$ cat config.mk
export PLATFORM = sky130hd
export DESIGN_NAME = pipe_adder
export DESIGN_NICKNAME = d
export VERILOG_FILES = /design/src/rtl/adder_pkg.sv /design/src/rtl/chunk_adder.sv /design/src/rtl/pipe_adder.sv
export SDC_FILE = /design/constraint.sdc
export NUM_CORES = 1
export LEC_CHECK = 0
export BUFFER_PORTS_ARGS = -buffer_cell sky130_fd_sc_hd__buf_2
export CAP_MARGIN = 20
export CORE_MARGIN = 3
export CORE_UTILIZATION = 55
export CTS_CLUSTER_SIZE = 30
export DETAILED_ROUTE_END_ITERATION = 10
export PLACE_DENSITY = 0.81
export RECOVER_POWER = 100
export SYNTH_ARGS = -nofsm -noshare
export SYNTH_HDL_FRONTEND = slang
export SYNTH_HIERARCHICAL = 1
export SYNTH_SLANG_ARGS = --single-unit
$ cat constraint.sdc
create_clock -name clk -period 5.3 [get_ports clk]
set_input_delay 1.06 -clock clk [delete_from_list [all_inputs] [get_ports clk]]
set_output_delay 1.06 -clock clk [all_outputs]
set_load 0.03 [all_outputs]
$ cat src/rtl/adder_pkg.sv
// Shared definitions for the pipelined adder.
//   OP_ADD / OP_SUB : encoding of the in_sub operand-select bit
//   calc_stages()   : number of pipeline stages for a WIDTH / CHUNK split
package adder_pkg;

    localparam logic OP_ADD = 1'b0;
    localparam logic OP_SUB = 1'b1;

    function automatic int calc_stages(input int width, input int chunk);
        return width / chunk;
    endfunction

endpackage

$ cat src/rtl/chunk_adder.sv
// CHUNK-bit ripple-carry slice, one per pipeline stage.
//   a, b  : slice operands (b already inverted by the caller for subtract)
//   cin   : carry into bit 0
//   sum   : slice sum
//   cout  : carry out of the slice MSB
//   cmsb  : carry into the slice MSB (feeds signed-overflow detection)
module chunk_adder
    import adder_pkg::*;
#(
    parameter int CHUNK = 4
) (
    input  logic [CHUNK-1:0] a,
    input  logic [CHUNK-1:0] b,
    input  logic             cin,
    output logic [CHUNK-1:0] sum,
    output logic             cout,
    output logic             cmsb
);

    logic [CHUNK:0] c;

    always_comb begin
        c    = '0;
        sum  = '0;
        c[0] = cin;
        for (int i = 0; i < CHUNK; i++) begin
            sum[i]   = a[i] ^ b[i] ^ c[i];
            c[i+1]   = (a[i] & b[i]) | (c[i] & (a[i] ^ b[i]));
        end
    end

    assign cout = c[CHUNK];
    assign cmsb = c[CHUNK-1];

endmodule

$ cat src/rtl/pipe_adder.sv
// Skewed carry-pipelined adder/subtractor with valid/ready handshakes.
// Stage k adds bits [k*CHUNK +: CHUNK]; operands, op select and the partial
// sum ride along with each stage's valid bit, so no carry chain exceeds
// CHUNK bits. A single in_ready stalls the whole pipe when the output is
// blocked.
//   clk, rst_n            : clock, async active-low reset
//   in_valid / in_ready   : operand handshake (in_a, in_b, in_sub)
//   out_valid / out_ready : result handshake (out_sum, out_carry, out_ovf)
module pipe_adder
    import adder_pkg::*;
#(
    parameter int WIDTH = 8,
    parameter int CHUNK = 4
) (
    input  logic             clk,
    input  logic             rst_n,
    input  logic             in_valid,
    output logic             in_ready,
    input  logic [WIDTH-1:0] in_a,
    input  logic [WIDTH-1:0] in_b,
    input  logic             in_sub,
    output logic             out_valid,
    input  logic             out_ready,
    output logic [WIDTH-1:0] out_sum,
    output logic             out_carry,
    output logic             out_ovf
);

    localparam int STAGES = calc_stages(WIDTH, CHUNK);

    // Stage registers; index k holds the state after chunk k has been added.
    logic [STAGES-1:0]            vld_q,  vld_d;
    logic [STAGES-1:0][WIDTH-1:0] a_q,    a_d;
    logic [STAGES-1:0][WIDTH-1:0] b_q,    b_d;
    logic [STAGES-1:0][WIDTH-1:0] sum_q,  sum_d;
    logic [STAGES-1:0]            sub_q,  sub_d;
    logic [STAGES-1:0]            cy_q,   cy_d;
    logic [STAGES-1:0]            ovf_q,  ovf_d;

    // What each stage sees on its input side: the ports for stage 0,
    // the previous stage's registers otherwise.
    logic [STAGES-1:0]            vld_src;
    logic [STAGES-1:0][WIDTH-1:0] a_src;
    logic [STAGES-1:0][WIDTH-1:0] b_src;
    logic [STAGES-1:0][WIDTH-1:0] sum_src;
    logic [STAGES-1:0]            sub_src;
    logic [STAGES-1:0]            cin_src;

    logic [STAGES-1:0][CHUNK-1:0] chunk_sum;
    logic [STAGES-1:0]            chunk_cout;
    logic [STAGES-1:0]            chunk_cmsb;

    assign out_valid = vld_q[STAGES-1];
    assign out_sum   = sum_q[STAGES-1];
    assign out_carry = cy_q[STAGES-1];
    assign out_ovf   = ovf_q[STAGES-1];

    // Global stall: everything advances together or nothing moves.
    assign in_ready  = !out_valid || out_ready;

    always_comb begin
        vld_src    = '0;
        a_src      = '0;
        b_src      = '0;
        sum_src    = '0;
        sub_src    = '0;
        cin_src    = '0;
        vld_src[0] = in_valid;
        a_src[0]   = in_a;
        b_src[0]   = in_b;
        sub_src[0] = (in_sub == OP_SUB);
        cin_src[0] = (in_sub == OP_SUB);   // +1 of the two's-complement negate
        for (int k = 1; k < STAGES; k++) begin
            vld_src[k] = vld_q[k-1];
            a_src[k]   = a_q[k-1];
            b_src[k]   = b_q[k-1];
            sum_src[k] = sum_q[k-1];
            sub_src[k] = sub_q[k-1];
            cin_src[k] = cy_q[k-1];
        end
    end

    for (genvar k = 0; k < STAGES; k++) begin : g_stage
        logic [CHUNK-1:0] b_slice;

        assign b_slice = b_src[k][k*CHUNK +: CHUNK] ^ {CHUNK{sub_src[k]}};

        chunk_adder #(.CHUNK(CHUNK)) u_chunk (
            .a    (a_src[k][k*CHUNK +: CHUNK]),
            .b    (b_slice),
            .cin  (cin_src[k]),
            .sum  (chunk_sum[k]),
            .cout (chunk_cout[k]),
            .cmsb (chunk_cmsb[k])
        );
    end

    always_comb begin
        vld_d = vld_q;
        a_d   = a_q;
        b_d   = b_q;
        sum_d = sum_q;
        sub_d = sub_q;
        cy_d  = cy_q;
        ovf_d = ovf_q;
        if (in_ready) begin
            for (int k = 0; k < STAGES; k++) begin
                vld_d[k] = vld_src[k];
                a_d[k]   = a_src[k];
                b_d[k]   = b_src[k];
                sub_d[k] = sub_src[k];
                sum_d[k] = sum_src[k];
                sum_d[k][k*CHUNK +: CHUNK] = chunk_sum[k];
                cy_d[k]  = chunk_cout[k];
                // Only the last stage's value reaches out_ovf; there it is
                // carry-into-MSB XOR carry-out-of-MSB of the full word.
                ovf_d[k] = chunk_cmsb[k] ^ chunk_cout[k];
            end
        end
    end

    always_ff @(posedge clk or negedge rst_n) begin
        if (!rst_n) begin
            vld_q <= '0;
            a_q   <= '0;
            b_q   <= '0;
            sum_q <= '0;
            sub_q <= '0;
            cy_q  <= '0;
            ovf_q <= '0;
        end else begin
            vld_q <= vld_d;
            a_q   <= a_d;
            b_q   <= b_d;
            sum_q <= sum_d;
            sub_q <= sub_d;
            cy_q  <= cy_d;
            ovf_q <= ovf_d;
        end
    end

endmodule

# Word-level counts from Yosys, hierarchy flattened

Cells that the tools add are included.
W data, S select, Z words.

Reductions and logical operators: 2
Bitwise logic cells: 44

Operator list:

| cell               | count |
|---|---|
| $xor A1 B1 Y1      | 18 |
| $and A1 B1 Y1      | 16 |
| $or A1 B1 Y1       | 8 |
| $xor A4 B4 Y4      | 2 |
| $logic_not A1 Y1   | 1 |
| $logic_or A1 B1 Y1 | 1 |

Flip-flop bits (word level): 35
Input port bits: 21

# Longest topological paths before layout

Gate-level depths: netlist of the first run.

Depth after elaboration: 11
Gate-level depth with buffers: 10
Gate-level depth less buffers: 9

# Modules after synthesis

Netlist of the first run, hierarchy kept.

Modules (own cells, without submodules):

| module      | instances | area an instance (um^2) | cells each | seq. area each (um^2) |
|---|---|---|---|---|
| pipe_adder  | 1         | 1217.4                  | 75         | 650.6 |
| chunk_adder | 2         | 110.1                   | 12         | 0.0 |

# Worst setup path after synthesis of the first run

OpenSTA, ideal clock, no wires.

Path type: input to register
Start point: input port in_sub
End point: register sum_q[3] in the netlist's numbering
Arrival: 3142 ps
Data required time: 5175 ps
Stages on the path: 9
Setup slack: 2033 ps
Setup time: 125 ps
Cells stage by stage: clkbuf_1 > xor2_1 > fa_1 > inv_1 > fa_1 > fa_1 > inv_1 > fa_1 > mux2_2

RTL lines:

| what                 | RTL line          | text |
|---|---|---|
| start, declared      | pipe_adder.sv:21  | `input logic in_sub,` |
| end signal, assigned | pipe_adder.sv:135 | `sum_q <= sum_d;` |
| end, declared        | pipe_adder.sv:35  | `logic [STAGES-1:0][WIDTH-1:0] sum_q, sum_d;` |

# Worst setup path after layout of the first run

Start point: input port out_ready
End point: output port in_ready

Longest elaborated chain between the ends: 1

Ends and longest elaborated chain:

| what               | RTL line         | text |
|---|---|---|
| start, declared    | pipe_adder.sv:23 | `input logic out_ready,` |
| $logic_or A1 B1 Y1 | pipe_adder.sv:59 | `assign in_ready = !out_valid \|\| out_ready;` |
| end, declared      | pipe_adder.sv:18 | `output logic in_ready,` |

No other way between the ends.

==> impl_metrics.json, run 1 <==
{
  "post-cts-setup-buffers": 0,
  "holdPathStages": 1,
  "cts_buffer_depth": 2,
  "syn_to_final_growth_pct": 2.785,
  "period_needed_ns": 3.483,
  "synth_seq_cells": 26,
  "post_drt_via_cell_ratio": 4.807,
  "synthTopCellsByArea": "dfrtp_1 (45%), mux2_4 (19%), fa_1 (11%)",
  "cp.required_ns": 4.24,
  "hold_viol_final": 0,
  "start_util": 0.6144,
  "crit_path_end_kind": "primary output",
  "power.leakage_nw": 0.7112,
  "core_mm2": 0.002340,
  "r2r-start": "sub_q[0]",
  "grt_antenna_before_repair": 0,
  "synth_seq_area_share": 0.4526,
  "status": "completed",
  "die_h_um": 57.13,
  "crit_arrival_ns": 2.42,
  "overflow": 0,
  "path_clk_slew_ns": 0.14,
  "cts_buffers": 3,
  "startpoint": "out_ready",
  "hp-start": "vld_q[0]",
  "grt_max_degree": 28,
  "die_area_mm2": 0.003263,
  "period_share": 0.6572,
  "ff2ff_path_depth": 8,
  "max_freq_mhz": 287.1,
  "die_x_um": 57.13,
  "post_cts_resized": 0,
  "root_buffer": "clkbuf_4",
  "placed_cells": 146,
  "final_cell_mix": "dfrtp_1 (26), buf_2 (18), mux2_1 (17)",
  "cts-hold-fix-buffers": 0,
  "tns_ns": 0,
  "routedWlPerCell_um": 13.37,
  "rsz0062_at_grt": "false",
  "vias": 721,
  "tritoncts": "done",
  "fin_cells": 150,
  "ioPinCount": 33,
  "grtUsageTotal": 0.1375,
  "fin_total_pwr_w": 0.0006572,
  "finalClockSkew_ns": 0.003657,
  "ir_drop_mv": 0.2640,
  "synthCells": 99,
  "synth_top_cell_by_area": "dfrtp_1",
  "wl_um": 2006,
  "grt_pass1_vias": 770,
  "drive_gt1_frac": 0.2459,
  "synth.distinct_cells": 12,
  "grt_pass1_wl_um": 3408,
  "reg2reg_to": "out_sum[7]",
  "ant_nets": 0,
  "antenna_cells": 0,
  "cts_num_sinks": 26,
  "cts-htree-levels": 1,
  "synth.yosys.warnings": 6,
  "worst_pin_slew_ns": 1.320,
  "final_nets": 152,
  "clkLatencyLatePin_ns": 0.32,
  "dp_hpwl_um": 1531,
  "drtPass1Iterations": 4,
  "drtIter0Drc": 2,
  "setup_viol": 0,
  "maxCapViolCount": 0,
  "min_path_type": "flip-flop to flip-flop",
  "power_per_cell_area_mw_per_mm2": 444.7,
  "setup_ws_ns": 1.817,
  "rows": 17,
  "slew_violations": 0,
  "min_to": "vld_q[1]",
  "worstPathMaxFanout": 27,
  "criticalPathCategory": "input port to primary output",
  "route.detailed.drc": 0,
  "r2r_setup_slack_ns": 2.70,
  "port_buffers": 32,
  "synth_area_mm2": 0.001438,
  "place_ws_ns": 1.989,
  "synth_nets": 128,
  "relSlewSlack": 0.1203,
  "synth_area_per_cell_um2": 14.52,
  "routabilityCongestion": 0.7126,
  "synth_top_area_share": 0.4526,
  "final_common_cell": "dfrtp_1",
  "startpoint_type": "input port"
}
## synthesized netlist by cell type
library cell	count
dfrtp_1	26
nand2b_4	1
inv_1	16
buf_4	8
nand2b_1	1
buf_6	1
mux2_2	7
clkbuf_1	2
xor2_1	9
buf_12	2
fa_1	8
mux2_4	18
## kinds of logic (layout without fill, tap and decap cells)
group | after synthesis | count (layout) | share of synthesized area
xor+xnor | 9 | 9 | 0.05483
fa+ha+maj | 8 | 8 | 0.1114
buf+inv | 29 | 52 | 0.1245
flops | 26 | 26 | 0.4526
mux | 25 | 25 | 0.2428
simple gates | 2 | 2 | 0.01393
## state kept, by name, indices dropped and copies added, names as in the netlist
| name | count |
|---|---|
| out_sum | 8 |
| a_q | 4 |
| b_q | 4 |
| sum_q | 4 |
| cy_q | 2 |
| vld_q | 2 |
| ovf_q | 1 |
| sub_q | 1 |
## power breakdown
part           total [W]  switching (W)  leakage (nW)  internal (W)
Sequential      0.000288      0.0000326         0.302      0.000255
Clock           0.000135      0.0000582        0.0279     0.0000764
Combinational   0.000235       0.000149         0.381     0.0000861
Total           0.000657       0.000240         0.711      0.000418
## metrics by stage
| stage | hold WS, ns | instance area, um2 | util |
|---|---|---|---|
| 6_report | 0.4861 | 1478 | 0.6316 |
| 5_1_grt | 0.5232 | 1478 | 0.6316 |
| 4_1_cts | 0.4960 | 1567 | 0.6695 |
| 3_5_place_dp | 0.4607 | 1514 | 0.6471 |
| 3_3_place_gp | 0.4482 | 1514 | 0.6471 |
| 2_1_floorplan | 0.4349 | 1438 | - |
## worst max path at each step
| stage | slack (ns) | to | depth (start not counted) |
|---|---|---|---|
| 6_report | 1.82 | in_ready | 3 |
| 5_1_grt | 1.66 | in_ready | 3 |
| 4_1_cts | 2.34 | sum_q[3] | 9 |
| 3_5_place_dp | 1.99 | sum_q[3] | 9 |
| 3_3_place_gp | 2.07 | sum_q[3] | 9 |
| 2_1_floorplan | 2.03 | sum_q[3] | 9 |
## final cells by class
type	count	area (um2)
timing repair buffer	32	142.6
multi-input combinational	44	536.8
clock buffer	3	22.52
inverter	16	60.06
sequential	26	650.6
fill	219	862.1
clock inverter	1	30.03
tap	28	35.03
## worst max-delay path: stages
cell and delay [ns]:
buf_2 0.07, nand2b_1 0.91, clkbuf_1 0.38
## layer usage
metal	vias to the layer above	routed length, um	global-route usage
met1	360	792	0.1585
met2	18	1070	0.2398
met4	0	46	0.07947
li1	339	-	-
met3	4	97	0.02262
met5	-	0	0
Note: power is estimated with default switching activity, not from simulation.
==> run 2, diff against run 1 <==
--- a/config.mk
+++ b/config.mk
@@ -8,10 +8,10 @@
 export BUFFER_PORTS_ARGS = -buffer_cell sky130_fd_sc_hd__buf_2
 export CAP_MARGIN = 20
 export CORE_MARGIN = 3
-export CORE_UTILIZATION = 55
+export CORE_UTILIZATION = 53
 export CTS_CLUSTER_SIZE = 30
 export DETAILED_ROUTE_END_ITERATION = 10
-export PLACE_DENSITY = 0.81
+export PLACE_DENSITY = 0.79
 export RECOVER_POWER = 100
 export SYNTH_ARGS = -nofsm -noshare
 export SYNTH_HDL_FRONTEND = slang
==> constraint.sdc (replaced) <==
create_clock -name clk -period 3.4 [get_ports clk]
set_input_delay 0.68 -clock clk [delete_from_list [all_inputs] [get_ports clk]]
set_output_delay 0.68 -clock clk [all_outputs]
set_load 0.03 [all_outputs]
==> impl_metrics.json, run 2 (synthesized netlist as in run 1, its figures left out) <==
{
  "die_h_um": 58.08,
  "ir_drop_mv": 0.5248,
  "cts_num_sinks": 26,
  "cts_buffer_depth": 2,
  "port_buffers": 32,
  "grt_pass1_wl_um": 3415,
  "core_mm2": 0.002522,
  "vias": 741,
  "rows": 18,
  "switching_share": 0.3780,
  "crit_chain": "clkbuf_1 -> xor2_1 -> fa_1 -> inv_1 -> fa_1 -> fa_1 -> inv_1 -> fa_1 -> mux2_2",
  "post-cts-setup-buffers": 0,
  "final_util": 0.5804,
  "p_int_w": 0.0005981,
  "grt_max_degree": 28,
  "drtPass1Iterations": 2,
  "routabilityCongestion": 0.7840,
  "cp.required_ns": 3.61,
  "whs_ns": 0.4790,
  "seq_area_um2": 650.6,
  "setup_viol": 0,
  "syn_to_final_growth_pct": 1.827,
  "place_area_mm2": 0.001516,
  "min_path_type": "flip-flop to flip-flop",
  "cts-htree-levels": 1,
  "seqPwrFrac": 0.463,
  "path_clk_slew_ns": 0.13,
  "post_drt_via_cell_ratio": 4.875,
  "route.detailed.drc": 0,
  "criticalPathCategory": "input port to flip-flop",
  "critPathSlowestCell": "fa_1",
  "die_area_mm2": 0.003373,
  "hold_viol_final": 0,
  "final_common_cell": "dfrtp_1",
  "die_x_um": 58.08,
  "power.leakage_nw": 0.7043,
  "tritoncts": "done",
  "cp_slowest_stage_delay_ns": 0.41,
  "period_share": 0.8096,
  "ant_nets": 0,
  "wl_um": 1956,
  "stdcell_area_mm2": 0.001464,
  "drtIter0Drc": 5,
  "root_buffer": "clkbuf_4",
  "grt_pass1_vias": 818,
  "max_freq_mhz": 363.3,
  "fill_cells": 222,
  "antenna_cells": 0,
  "clkLatencyLatePin_ns": 0.32,
  "p_clk_frac": 0.157,
  "startpoint_type": "input port",
  "cpMostUsedCell": "fa_1",
  "final_nets": 152,
  "multiInputGateArea_um2": 536.8,
  "worst_pin_slew_ns": 1.326,
  "power_frac_comb": 0.380,
  "power_per_cell_area_mw_per_mm2": 656.9,
  "cts_buffers": 3,
  "grtUsageTotal": 0.1365,
  "post_cts_resized": 0,
  "largest_reg_flops": 8,
  "overflow": 0,
  "slew_violations": 0,
  "crit_arrival_ns": 2.97,
  "ioPinCount": 33,
  "relSlewSlack": 0.1157,
  "period_needed_ns": 2.753,
  "routedWlPerCell_um": 12.87,
  "cts-hold-fix-buffers": 0,
  "rsz0062_at_grt": "false",
  "status": "completed",
  "dp_hpwl_um": 1519,
  "netSwitchingPower_w": 0.0003635,
  "worst-path-buf-inv": 3,
  "crit_path_end_kind": "flip-flop",
  "final_cell_mix": "dfrtp_1 (26), buf_2 (18), mux2_1 (17)",
  "crit_family": "adder cells",
  "maxCapViolCount": 0,
  "drive_gt1_frac": 0.2459,
  "tns_ns": 0,
  "start_util": 0.5699,
  "finalClockSkew_ns": 0.004267,
  "grt_antenna_before_repair": 0,
  "worstPathMaxFanout": 6
}
run 2: changes by cell type in the layout (fill, tap and decap cells not counted):
cell / delta
bufinv_16: -1
clkbuf_8: +1
run 2: metal layers:
metal	routed length, um	GRT usage	part of all wire	up-vias
met5	0	0	0	-
met4	44	0.05960	0.022	0
met3	128	0.05345	0.065	6
met2	1037	0.2371	0.53	21
met1	745	0.1462	0.38	370
li1	-	-	-	344
run 2: final cells by class:
cell class | count | share of cell area
Sequential cell | 26 | 0.4444
Inverter | 16 | 0.04103
Tap cell | 30 | 0.02564
Clock buffer | 4 | 0.02479
Multi-Input combinational cell | 44 | 0.3667
Timing Repair Buffer | 32 | 0.09744
run 2: path summary, 6_finish.rpt:
kind	startpoint	endpoint	slack (ns)	cells after the start
max reg2reg	sub_q[0]	out_sum[7]	0.76	8
max in group asynchronous	rst_n	sum_q[3]	2.00	1
min in group asynchronous	rst_n	out_sum[1]	0.62	1
min	vld_q[0]	vld_q[1]	0.48	1
max	in_sub	sum_q[3]	0.65	9
min reg2reg	vld_q[0]	vld_q[1]	0.48	1
run 2: power by group through the flow:
| stage | combinational, W | clock [W] | sequential [W] |
|---|---|---|---|
| after detailed placement | 0.000444 | 0 | 0.000457 |
| after global routing | 0.000405 | 0.000175 | 0.000460 |
| after floorplan | 0.000390 | 0 | 0.000468 |
| after global placement | 0.000436 | 0 | 0.000452 |
| after CTS | 0.000446 | 0.000159 | 0.000450 |
| final | 0.000365 | 0.000151 | 0.000445 |
run 2: through the flow:
stage	worst slack [ns]	cells	total power, W
CTS	0.7270	152	0.001056
finish	0.6473	152	0.0009617
global placement	0.5466	148	0.0008882
floorplan	0.5135	99	0.0008587
global route	0.5510	152	0.001040
detailed placement	0.4289	148	0.0009010
